### src/rtl/tape_reader_if.sv
// Bus between the tape reader and its surroundings: scan control in,
// tape address and read-out results back.
interface tape_reader_if;
   logic       start;
   logic       mode;
   logic       step;
   logic [1:0] read_data;
   logic [2:0] head;
   logic       busy;
   logic       done;
   logic       error;
   logic [7:0] value;
   logic [3:0] length;
   logic [7:0] led;

   modport master (
      output start, mode, step, read_data,
      input  head, busy, done, error, value, length, led
   );

   modport slave (
      input  start, mode, step, read_data,
      output head, busy, done, error, value, length, led
   );
endinterface

### src/rtl/tape_reader.sv
// Tape reader: scans the tape from cell 0 upward, assembling the binary
// value it holds (LSB at cell 0) until a blank, an illegal symbol, or the
// last cell. Auto mode consumes one cell per cycle; step mode consumes one
// cell per rising edge of the debounced step button.
module tape_reader #(
   parameter int CELLS = 8
) (
   input logic          clk,
   input logic          rst,
   tape_reader_if.slave bus
);

   typedef enum logic [1:0] {IDLE, SCAN, DONE} state_t;

   localparam logic [1:0] SYM_ZERO = 2'b00;
   localparam logic [1:0] SYM_ONE  = 2'b01;
   localparam logic [1:0] SYM_B    = 2'b10;
   localparam logic [2:0] LAST     = 3'(CELLS - 1);

   state_t     state, state_n;
   logic [2:0] head, head_n;
   logic [7:0] value, value_n;
   logic [3:0] length, length_n;
   logic       error, error_n;
   logic       mode_q, mode_n;
   logic       step_q;
   logic       step_edge_q;
   logic       consume;

   // Step button edge detect; an edge only matters while scanning in step
   // mode, so edges seen elsewhere are dropped rather than queued.
   always_ff @(posedge clk) begin
      if (rst) begin
         step_q      <= 1'b0;
         step_edge_q <= 1'b0;
      end else begin
         step_q      <= bus.step;
         step_edge_q <= bus.step & ~step_q & (state == SCAN) & mode_q;
      end
   end

   assign consume = (state == SCAN) && (!mode_q || step_edge_q);

   // State and datapath registers.
   always_ff @(posedge clk) begin
      if (rst) begin
         state  <= IDLE;
         head   <= 3'd0;
         value  <= 8'd0;
         length <= 4'd0;
         error  <= 1'b0;
         mode_q <= 1'b0;
      end else begin
         state  <= state_n;
         head   <= head_n;
         value  <= value_n;
         length <= length_n;
         error  <= error_n;
         mode_q <= mode_n;
      end
   end

   // Next-state and datapath update: start (re)arms a scan, each consume
   // cycle acts on the symbol under the head.
   always_comb begin
      state_n  = state;
      head_n   = head;
      value_n  = value;
      length_n = length;
      error_n  = error;
      mode_n   = mode_q;
      case (state)
         IDLE, DONE: begin
            if (bus.start) begin
               state_n  = SCAN;
               head_n   = 3'd0;
               value_n  = 8'd0;
               length_n = 4'd0;
               error_n  = 1'b0;
               mode_n   = bus.mode;
            end
         end
         SCAN: begin
            if (consume) begin
               case (bus.read_data)
                  SYM_ZERO, SYM_ONE: begin
                     value_n[head] = bus.read_data[0];
                     length_n      = length + 4'd1;
                     // Last cell ends the scan without wrapping the head.
                     if (head == LAST) begin
                        state_n = DONE;
                        head_n  = 3'd0;
                     end else begin
                        head_n = head + 3'd1;
                     end
                  end
                  SYM_B: begin
                     state_n = DONE;
                     head_n  = 3'd0;
                  end
                  default: begin
                     error_n = 1'b1;
                     state_n = DONE;
                     head_n  = 3'd0;
                  end
               endcase
            end
         end
         default: state_n = IDLE;
      endcase
   end

   assign bus.head   = head;
   assign bus.busy   = (state == SCAN);
   assign bus.done   = (state == DONE);
   assign bus.error  = error;
   assign bus.value  = value;
   assign bus.length = length;
   assign bus.led    = value;

endmodule

### src/flat_wrapper.sv
// flat-port wrapper written by rule: the top's interface ports become plain ports
module tape_reader_flat 
#(
   parameter int CELLS = 8
)
  (clk, rst, bus_start, bus_mode, bus_step, bus_read_data, bus_head, bus_busy, bus_done, bus_error, bus_value, bus_length, bus_led);
  tape_reader_if bus_i ();
  input logic clk;
  input logic rst;
  input wire logic [$bits(bus_i.start)-1:0] bus_start;
  input wire logic [$bits(bus_i.mode)-1:0] bus_mode;
  input wire logic [$bits(bus_i.step)-1:0] bus_step;
  input wire logic [$bits(bus_i.read_data)-1:0] bus_read_data;
  output wire logic [$bits(bus_i.head)-1:0] bus_head;
  output wire logic [$bits(bus_i.busy)-1:0] bus_busy;
  output wire logic [$bits(bus_i.done)-1:0] bus_done;
  output wire logic [$bits(bus_i.error)-1:0] bus_error;
  output wire logic [$bits(bus_i.value)-1:0] bus_value;
  output wire logic [$bits(bus_i.length)-1:0] bus_length;
  output wire logic [$bits(bus_i.led)-1:0] bus_led;
  assign bus_i.start = bus_start;
  assign bus_i.mode = bus_mode;
  assign bus_i.step = bus_step;
  assign bus_i.read_data = bus_read_data;
  assign bus_head = bus_i.head;
  assign bus_busy = bus_i.busy;
  assign bus_done = bus_i.done;
  assign bus_error = bus_i.error;
  assign bus_value = bus_i.value;
  assign bus_length = bus_i.length;
  assign bus_led = bus_i.led;
  tape_reader #(.CELLS(CELLS)) u_core (.clk(clk), .rst(rst), .bus(bus_i));
endmodule
### config.mk
export PLATFORM = sky130hd
export DESIGN_NAME = tape_reader_flat
export DESIGN_NICKNAME = d
export VERILOG_FILES = /design/src/rtl/tape_reader_if.sv /design/src/rtl/tape_reader.sv /design/src/flat_wrapper.sv
export SDC_FILE = /design/constraint.sdc
export NUM_CORES = 1
export LEC_CHECK = 0
export CAP_MARGIN = 20
export CORE_MARGIN = 3
export CORE_UTILIZATION = 42
export CTS_CLUSTER_DIAMETER = 30
export DETAILED_ROUTE_END_ITERATION = 10
export GPL_ROUTABILITY_DRIVEN = 0
export HOLD_SLACK_MARGIN = 0.15
export PLACE_DENSITY = 0.74
export SLEW_MARGIN = 20
export SYNTH_ARGS = -nofsm -noshare
export SYNTH_HDL_FRONTEND = slang
export SYNTH_SLANG_ARGS = --single-unit
### constraint.sdc
create_clock -name clk -period 1.2 [get_ports clk]
set_input_delay 0.18 -clock clk [delete_from_list [all_inputs] [get_ports clk]]
set_output_delay 0.18 -clock clk [all_outputs]
set_load 0.1 [all_outputs]
Word level (Yosys, flattened, before mapping)
Index checks and enable logic that the tools add are counted.
- register bits after elaboration: 21
- bits in latches: 0
- memory bits (writable): 0
- bits in read-only memories: 0
- input bits: 7
- output and inout bits: 26
- word-level logic and storage cells: 66
- memories: 0
- $add $sub $neg: 2
- multipliers: 0
- divide/modulo/power cells: 0
- order comparisons: 2
- eq/ne operators: 10
- shifts and indexed selects: 0
- muxes and demuxes: 25
- bitwise logic cells: 4
- reductions and logical operators: 15
- operator list (cell ; number):
    $mux 8 ; 3
    $pmux 8 s2 ; 1
    $mux 3 ; 4
    $mux 4 ; 3
    $bwmux 8 ; 1
    $mux 2 ; 4
    $pmux 4 s2 ; 1
    $reduce_and 4->1 ; 2
    $pmux 3 s2 ; 1
    $reduce_and 3->1 ; 2
    $add 4x1->4 const B ; 1
    $eq 2x1->1 const B ; 2
    $eq 2x2->1 const B ; 2
    $logic_not 2->1 ; 2
    $lt 3x4->1 const B ; 1
    $mux 1 ; 4
    $ne 2x1->1 const B ; 2
    $ne 2x2->1 const B ; 2
    $pmux 2 s2 ; 1
    $reduce_or 2->1 ; 2
    $add 3x1->3 const B ; 1
    $and 1x1->1 ; 3
    $demux 1 s3 ; 1
    $eq 3x3->1 const B ; 1
    10 further kinds ; 11

Logic depth before layout (Yosys ltp)
Gate-level depths: netlist of the first run.
- depth after elaboration: 8
- depth in mapped cells: 6

Worst setup path before layout of the first run
OpenSTA, ideal clock, no wires.
- path kind: register to register
- start: reg u_core.head[0] (netlist: u_core.bus.head[0])
- end: reg u_core.value[7] (netlist: u_core.bus.led[7])
- library setup time: 73 ps
- arrival: 1863 ps
- data required time: 1127 ps
- path slack: -736 ps
- stages on the path, launching flop included: 5
- path buffers: 1
- clock period less this slack: 1936 ps
- path through: dfxtp_1 > clkbuf_1 > nand3_1 > nor4_1 > mux2i_1
- cells in the longest elaborated chain, start to end: 8
- elaborated cells between the ends (all ways): 9
- classes of those cells: order compare: 2; mux: 6; reduce/logical: 1
- ends and longest elaborated chain (element ; line ; source):
    start: declaration ; tape_reader.sv:21 ; logic [2:0] head, head_n;
    start signal: assignment ; tape_reader.sv:55 ; head <= head_n;
    $lt 3x4->1 (not written as such) or $ge 3x1->1 (tied branches) ; tape_reader.sv:87 ; value_n[head] = bus.read_data[0];
    $logic_and 1x1->1 (not written as such) ; tape_reader.sv:87 ;
    $mux 1 (not written as such) ; tape_reader.sv:87 ;
    $demux 1 s3 * ; n/a ;
    $bwmux 8 * ; tape_reader.sv:87 ;
    $mux 8 * ; tape_reader.sv:85 ; case (bus.read_data)
    $mux 8 * ; tape_reader.sv:84 ; if (consume) begin
    $pmux 8 s2 * ; tape_reader.sv:72 ; case (state)
    end signal: assignment ; tape_reader.sv:56 ; value <= value_n;
    end: declaration ; tape_reader.sv:22 ; logic [7:0] value, value_n;
Mark *: on every way between the ends. The rest lies on a longest branch, timed or not. The select of a mux whose other input is x is not followed.
A chain may end at the register's enable or synchronous reset.

Worst setup path in the final report of the first run
- start: reg u_core.state[1]
- end: out bus_busy
- cells in the longest elaborated chain, start to end: 1
- ends and longest elaborated chain (element ; line ; source):
    start: declaration ; tape_reader.sv:20 ; state_t state, state_n;
    start signal: assignment ; tape_reader.sv:54 ; state <= state_n;
    $eq 2x1->1 ; tape_reader.sv:114 ; assign bus.busy = (state == SCAN);
    end: declaration ; flat_wrapper.sv:15 ; output wire logic [$bits(bus_i.busy)-1:0] bus_busy;
Every way passes these cells.

==> run summary, run 1 <==
maxcap violations -> 0
CTS Sinks -> 21
clock buffer depth -> 2
count of final setup violators -> 17
synth cell count leaders -> 21 x dfxtp_1, 9 x nand3_1, 8 x a21oi_1, 8 x buf_4
top cell type's share of synthesized area -> 35.7%
dpl ws -> -0.303 ns
final worst path period share -> 112%
top cells by area, synth -> dfxtp_1 36%, mux2i_1 5.1%, buf_4 5.1%
htree depth -> 1
setup TNS -> -1.36 ns
total track usage -> 27.9%
vias per inst -> 6.65
Area Overhead vs Synth -> 106%
Fin Hold WS -> 0.249 ns
Placement Cell Area -> 1960 µm²
fin area -> 2420 µm²
PwrDens -> 677 nW/µm²
failing checks -> negative setup slack
# rows -> 18
# fillers -> 72
initial antenna violation count -> 0
Iteration-0 DRC Markers -> 130
CP endpoint kind -> output port
final setup margin -> -0.140 ns
CTS buffer count -> 3
Top FF cell, synth -> dfxtp_1
RSZ-0062 raised after global routing -> true
top-count cell post-synth -> dfxtp_1
IO buf count -> 32
syn_nets -> 142
Die X -> 58.9 µm
post-route insts no fill -> 218
Sequential cell area -> 482 µm²
Max Clk Rate -> 0.746 GHz
Inst Count DP -> 197
I/O pin count -> 33
post-route ant nets -> 0
DRC -> 0
final hold vios -> 0
ys async rst share -> 0%
EDFF count, synth -> 0
HPWL after DPL -> 2.53 mm
CP max FO -> 7
Hold Buf Count CTS -> 0
Mapped Cells -> 132
routed via count -> 1449
antenna cell count -> 0
clk_lat worst skew -> 0.35 ns
WS Path Type -> register to output port
Internal Power -> 0.00105 W
power share of the clock group -> 23.7%
Synth area leader -> dfxtp_1
Mean Syn Cell Area -> 8.92 µm²
final WL -> 5.52 mm
Final min period -> 1.34 ns
setup slack, reg-to-reg -> -0.13 ns
Cell variety after synth -> 34
Worst EP required -> 1.02 ns
total die area -> 3470 µm²
Slew Limit Fails -> 0
outcome -> finished, violations left
vias in the first global route -> 1369
Core Area -> 2570 µm²
first-pass GRT wire length -> 7.13 mm
sequential share of power -> 42.9%
Sw Ratio -> 36.1%
Root Driver -> clkbuf_4
multi-input logic area -> 875 µm²
Synth Register Bits -> 21
Max rail drop VDD -> 0.855 mV
CP arrival -> 1.16 ns
P_sw -> 0.000592 W
Comb pwr share -> 33.4%
slew of the pin with the lowest slew margin -> 0.331 ns
Hold Path Class -> input port to register
First-pass DRT Iterations -> 5
post-synthesis cell area -> 1180 µm²
Nets -> 199
CTS tree -> done
Wirelength per Cell -> 25.3 µm
Yosys warnings -> 0
Seq/Total Area, Yosys -> 35.7%
die height -> 58.9 µm
Setup crit start kind -> register
initial core utilization -> 45.9%
global route overflow -> 0
clock transition at the registers of the reported paths -> 0.15 ns
largest net degree at the start of global routing -> 13
Setup Skew -> 0.0296 ns
Static Leak -> 0.874 nW
layout cells sized above 1 -> 64.4%
Worst slew margin -> 77.6%
layer usage:
metal | up-vias | GRT usage [%] | wire, µm
met5 | - | 0 | 0
met4 | 0 | 14.9 | 246
met3 | 24 | 2.85 | 414
met2 | 99 | 49.7 | 2770
met1 | 718 | 32.4 | 2090
li1 | 608 | - | -
cell type report:
cell class	count	area share [%]
clock buffers	3	0.930
inverters	6	1.40
repair buffers	71	39.9
flip-flops and latches	21	19.9
well taps	30	1.55
multi-input cells	86	36.1
clock inverters	1	0.207
critical path, cell delays in order (launching register included):
cell and delay, ns:
dfxtp_2 0.35, nand2b_4 0.22, inv_8 0.10, buf_12 0.17
what timing repair did:
action                                 4_1_cts  5_1_grt
cloned                                       1        0
pin swaps                                    8       25
setup endpoints to repair                   16       22
gates resized for setup                     26       38
setup buffers                               10        6
endpoints found under the hold margin        0        0
path summary, 6_finish.rpt:
kind / cells after the start / endpoint / start
worst max-delay path: 3 / bus_busy / u_core.state[1]
worst min-delay path: 3 / u_core.bus.length[0] / bus_read_data[1]
worst max register to register: 5 / u_core.bus.length[3] / u_core.state[1]
worst min register to register: 2 / u_core.bus.length[1] / u_core.bus.length[1]
flip-flops by register name, indices dropped and copies added, names as in the netlist:
signal / count
u_core.bus.error: 1
u_core.step_q: 1
u_core.bus.head: 3
u_core.state: 2
u_core.bus.length: 4
u_core.mode_q: 1
u_core.step_edge_q: 1
u_core.bus.led: 8
stage by stage:
step                      power, W  util [%]
after floorplan           0.000931         -
after global placement     0.00106      76.5
after detailed placement   0.00107      76.5
after CTS                  0.00149      85.6
after global routing       0.00168      94.3
final                      0.00164      94.3
logic make-up after synthesis:
group,count (synthesis),share of synthesized area (%)
AO/OA/AOI/OAI,27,16.8
flip-flops,21,35.7
multiplexers,6,5.10
buffers and inverters,25,11.7
AND/OR/NAND/NOR,50,27.5
adder cells (fa/ha/maj),3,3.19
cell usage in the layout (no fill, tap or decap), types with 3 or more instances in the layout:
| master | netlist | final |
|---|---|---|
| buf_4 | 8 | 19 |
| nand2_1 | 3 | 3 |
| or3_1 | 3 | 3 |
| nand2b_1 | 7 | 4 |
| buf_6 | 1 | 16 |
| dfxtp_2 | 0 | 4 |
| buf_12 | 0 | 28 |
| nand3_1 | 9 | 8 |
| dfxtp_4 | 0 | 15 |
| nor2b_1 | 4 | 3 |
| o211ai_1 | 6 | 6 |
| a311o_1 | 3 | 3 |
| nand4_1 | 7 | 7 |
| clkdlybuf4s50_1 | 0 | 5 |
| a21oi_2 | 0 | 5 |
| a21oi_1 | 8 | 3 |
| clkbuf_4 | 0 | 3 |
| nor4_4 | 0 | 4 |
| inv_1 | 6 | 4 |
| mux2i_1 | 6 | 6 |
power by group through the flow:
stage | Combinational (W) | Clock, W | Sequential, W
4_1_cts | 0.000430 | 0.000360 | 0.000700
3_5_place_dp | 0.000351 | 0 | 0.000717
6_report | 0.000547 | 0.000388 | 0.000703
5_1_grt | 0.000563 | 0.000416 | 0.000705
2_1_floorplan | 0.000179 | 0 | 0.000752
3_3_place_gp | 0.000343 | 0 | 0.000716
Power figures use the tool's default switching activity.
==> run 2: changes to the inputs <==
Settings changed: CORE_UTILIZATION 42 to 35, GPL_TIMING_DRIVEN set to 0, PLACE_DENSITY 0.74 to not set.
==> run summary, run 2 (same netlist as run 1, synthesis figures left out) <==
outcome -> finished, violations left
failing checks -> negative setup slack
first-pass GRT wire length -> 6.02 mm (-16%)
routed via count -> 1264 (-13%)
Die X -> 64 µm (+8.6%)
CP dominant cell by count -> buf_12
HPWL after DPL -> 2.41 mm (-4.7%)
CTS tree -> done
PwrDens -> 696 nW/µm² (+2.9%)
critical path's slowest cell -> dfxtp_4
CP bufs+invs -> 3 (+1)
maxcap violations -> 0 (unchanged)
max reg flops -> 8 (unchanged)
htree depth -> 1 (unchanged)
# rows -> 20 (+2)
WS Path Type -> register to output port
total track usage -> 19.0% (-8.9 points)
Inst Count DP -> 207 (+5.1%)
Hold Path Class -> input port to register
Final min period -> 1.36 ns (+0.0241 ns)
Core Area -> 3130 µm² (+22%)
setup TNS -> -1.53 ns (-0.163 ns)
final core occ -> 68.8% (-26 points)
initial antenna violation count -> 0 (unchanged)
Nets -> 196 (-1.5%)
final hold vios -> 0 (unchanged)
clk_lat worst skew -> 0.31 ns (-0.04 ns)
clock buffer depth -> 2 (unchanged)
clock transition at the registers of the reported paths -> 0.12 ns (-0.03 ns)
Max Clk Rate -> 0.733 GHz (-1.8%)
CTS Sinks -> 21 (unchanged)
layout cells sized above 1 -> 61.1% (-3.3 points)
total die area -> 4100 µm² (+18%)
Iteration-0 DRC Markers -> 47 (-64%)
final worst path period share -> 114% (+2.0 points)
DRC -> 0 (unchanged)
met1 Resource Use GR -> 24.1% (-8.3 points)
Setup crit start kind -> register
count of final setup violators -> 18 (+1)
commonest non-fill, non-tap cell in the layout -> buf_4
multi-input logic area -> 832 µm² (-4.9%)
Worst slew margin -> 68.0% (-9.6 points)
Largest stage delay, worst path -> 0.36 ns (about the same)
Wirelength per Cell -> 17.8 µm (-30%)
setup slack, reg-to-reg -> -0.16 ns (-0.03 ns)
slew of the pin with the lowest slew margin -> 0.479 ns (+0.148 ns)
post-route ant nets -> 0 (unchanged)
final WL -> 4.08 mm (-26%)
Area Overhead vs Synth -> 82.7%
CP endpoint kind -> output port
most frequent cells in the layout -> 33 x buf_4, 16 x dfxtp_4, 9 x buf_8
Max rail drop VDD -> 0.599 mV (-30%)
IO buf count -> 31 (-3.1%)
Sequential cell area -> 483 µm² (+0.26%)
I/O pin count -> 33 (unchanged)
Hold Buf Count CTS -> 0 (unchanged)
Setup Skew -> 0.00484 ns (-0.0248 ns)
GR Util met2 -> 30.3% (-19 points)
CP arrival -> 1.18 ns (+0.02 ns)
Static Leak -> 0.793 nW (-9.3%)
CTS buffer count -> 3 (unchanged)
dpl ws -> -0.936 ns (-0.633 ns)
CP max FO -> 5 (-2)
Root Driver -> clkbuf_4
post-route insts no fill -> 229 (+5.0%)
die height -> 64 µm (+8.6%)
met3 Use GR -> 3.87% (+1.0 points)
largest net degree at the start of global routing -> 12 (-1)
vias per inst -> 5.52 (-17%)
Worst EP required -> 1.02 ns (about the same)
Slew Limit Fails -> 0 (unchanged)
final setup margin -> -0.164 ns (-0.0241 ns)
# fillers -> 252 (+250%)
CP cell instances -> nand2b_4, inv_4, buf_12, buf_12
antenna cell count -> 0 (unchanged)
CP top delay family -> flip-flops
global route overflow -> 0 (unchanged)
RSZ-0062 raised after global routing -> true
vias in the first global route -> 1212 (-11%)
initial core utilization -> 37.6% (-8.2 points)
GR peak layer -> met2
First-pass DRT Iterations -> 4 (-1)
[run 2: routing by layer]
layer / share of wire [%] / routed length [µm]
met1: 43 / 1740
met2: 51 / 2070
met3: 5.1 / 206
met4: 1.4 / 59
met5: 0 / 0
[run 2: per-stage QoR]
stage / total power [W] / hold slack [ns] / area (µm²)
finish: 0.00150 / 0.331 / 2150
global route: 0.00157 / 0.370 / 2150
CTS: 0.00144 / 0.326 / 1960
detailed placement: 0.00102 / 0.475 / 1690
global placement: 0.00102 / 0.459 / 1690
floorplan: 0.000931 / 0.316 / 1330
[run 2: area by class of cell]
cell class                 instances  area share [%]
multi-input combinational         86            38.7
timing repair buffer              50            25.5
sequential                        21            22.5
buffer                            18            8.20
tap                               44            2.56
inverter                           6            1.34
clock buffer                       4            1.22
[run 2: final timing paths]
path | from | to | depth (start not counted)
setup / recovery | u_core.state[1] | bus_busy | 4
hold / removal | rst | u_core.step_q | 2
setup reg to reg | u_core.bus.head[1] | u_core.state[1] | 5
hold reg to reg | u_core.bus.length[3] | u_core.bus.length[3] | 2
[run 2: repair_timing]
item,4_1_cts,5_1_grt
setup endpoints to repair,45,34
pin swaps,15,8
buffers inserted,13,5
hold endpoints to repair,0,0
cloned,1,0
gates resized for setup,207,38
[run 2: power breakdown]
group / internal [W] / total (W) / switching, W
sequential: 0.000681 / 0.000700 / 0.0000194
clock: 0.000130 / 0.000356 / 0.000226
combinational: 0.000173 / 0.000441 / 0.000268
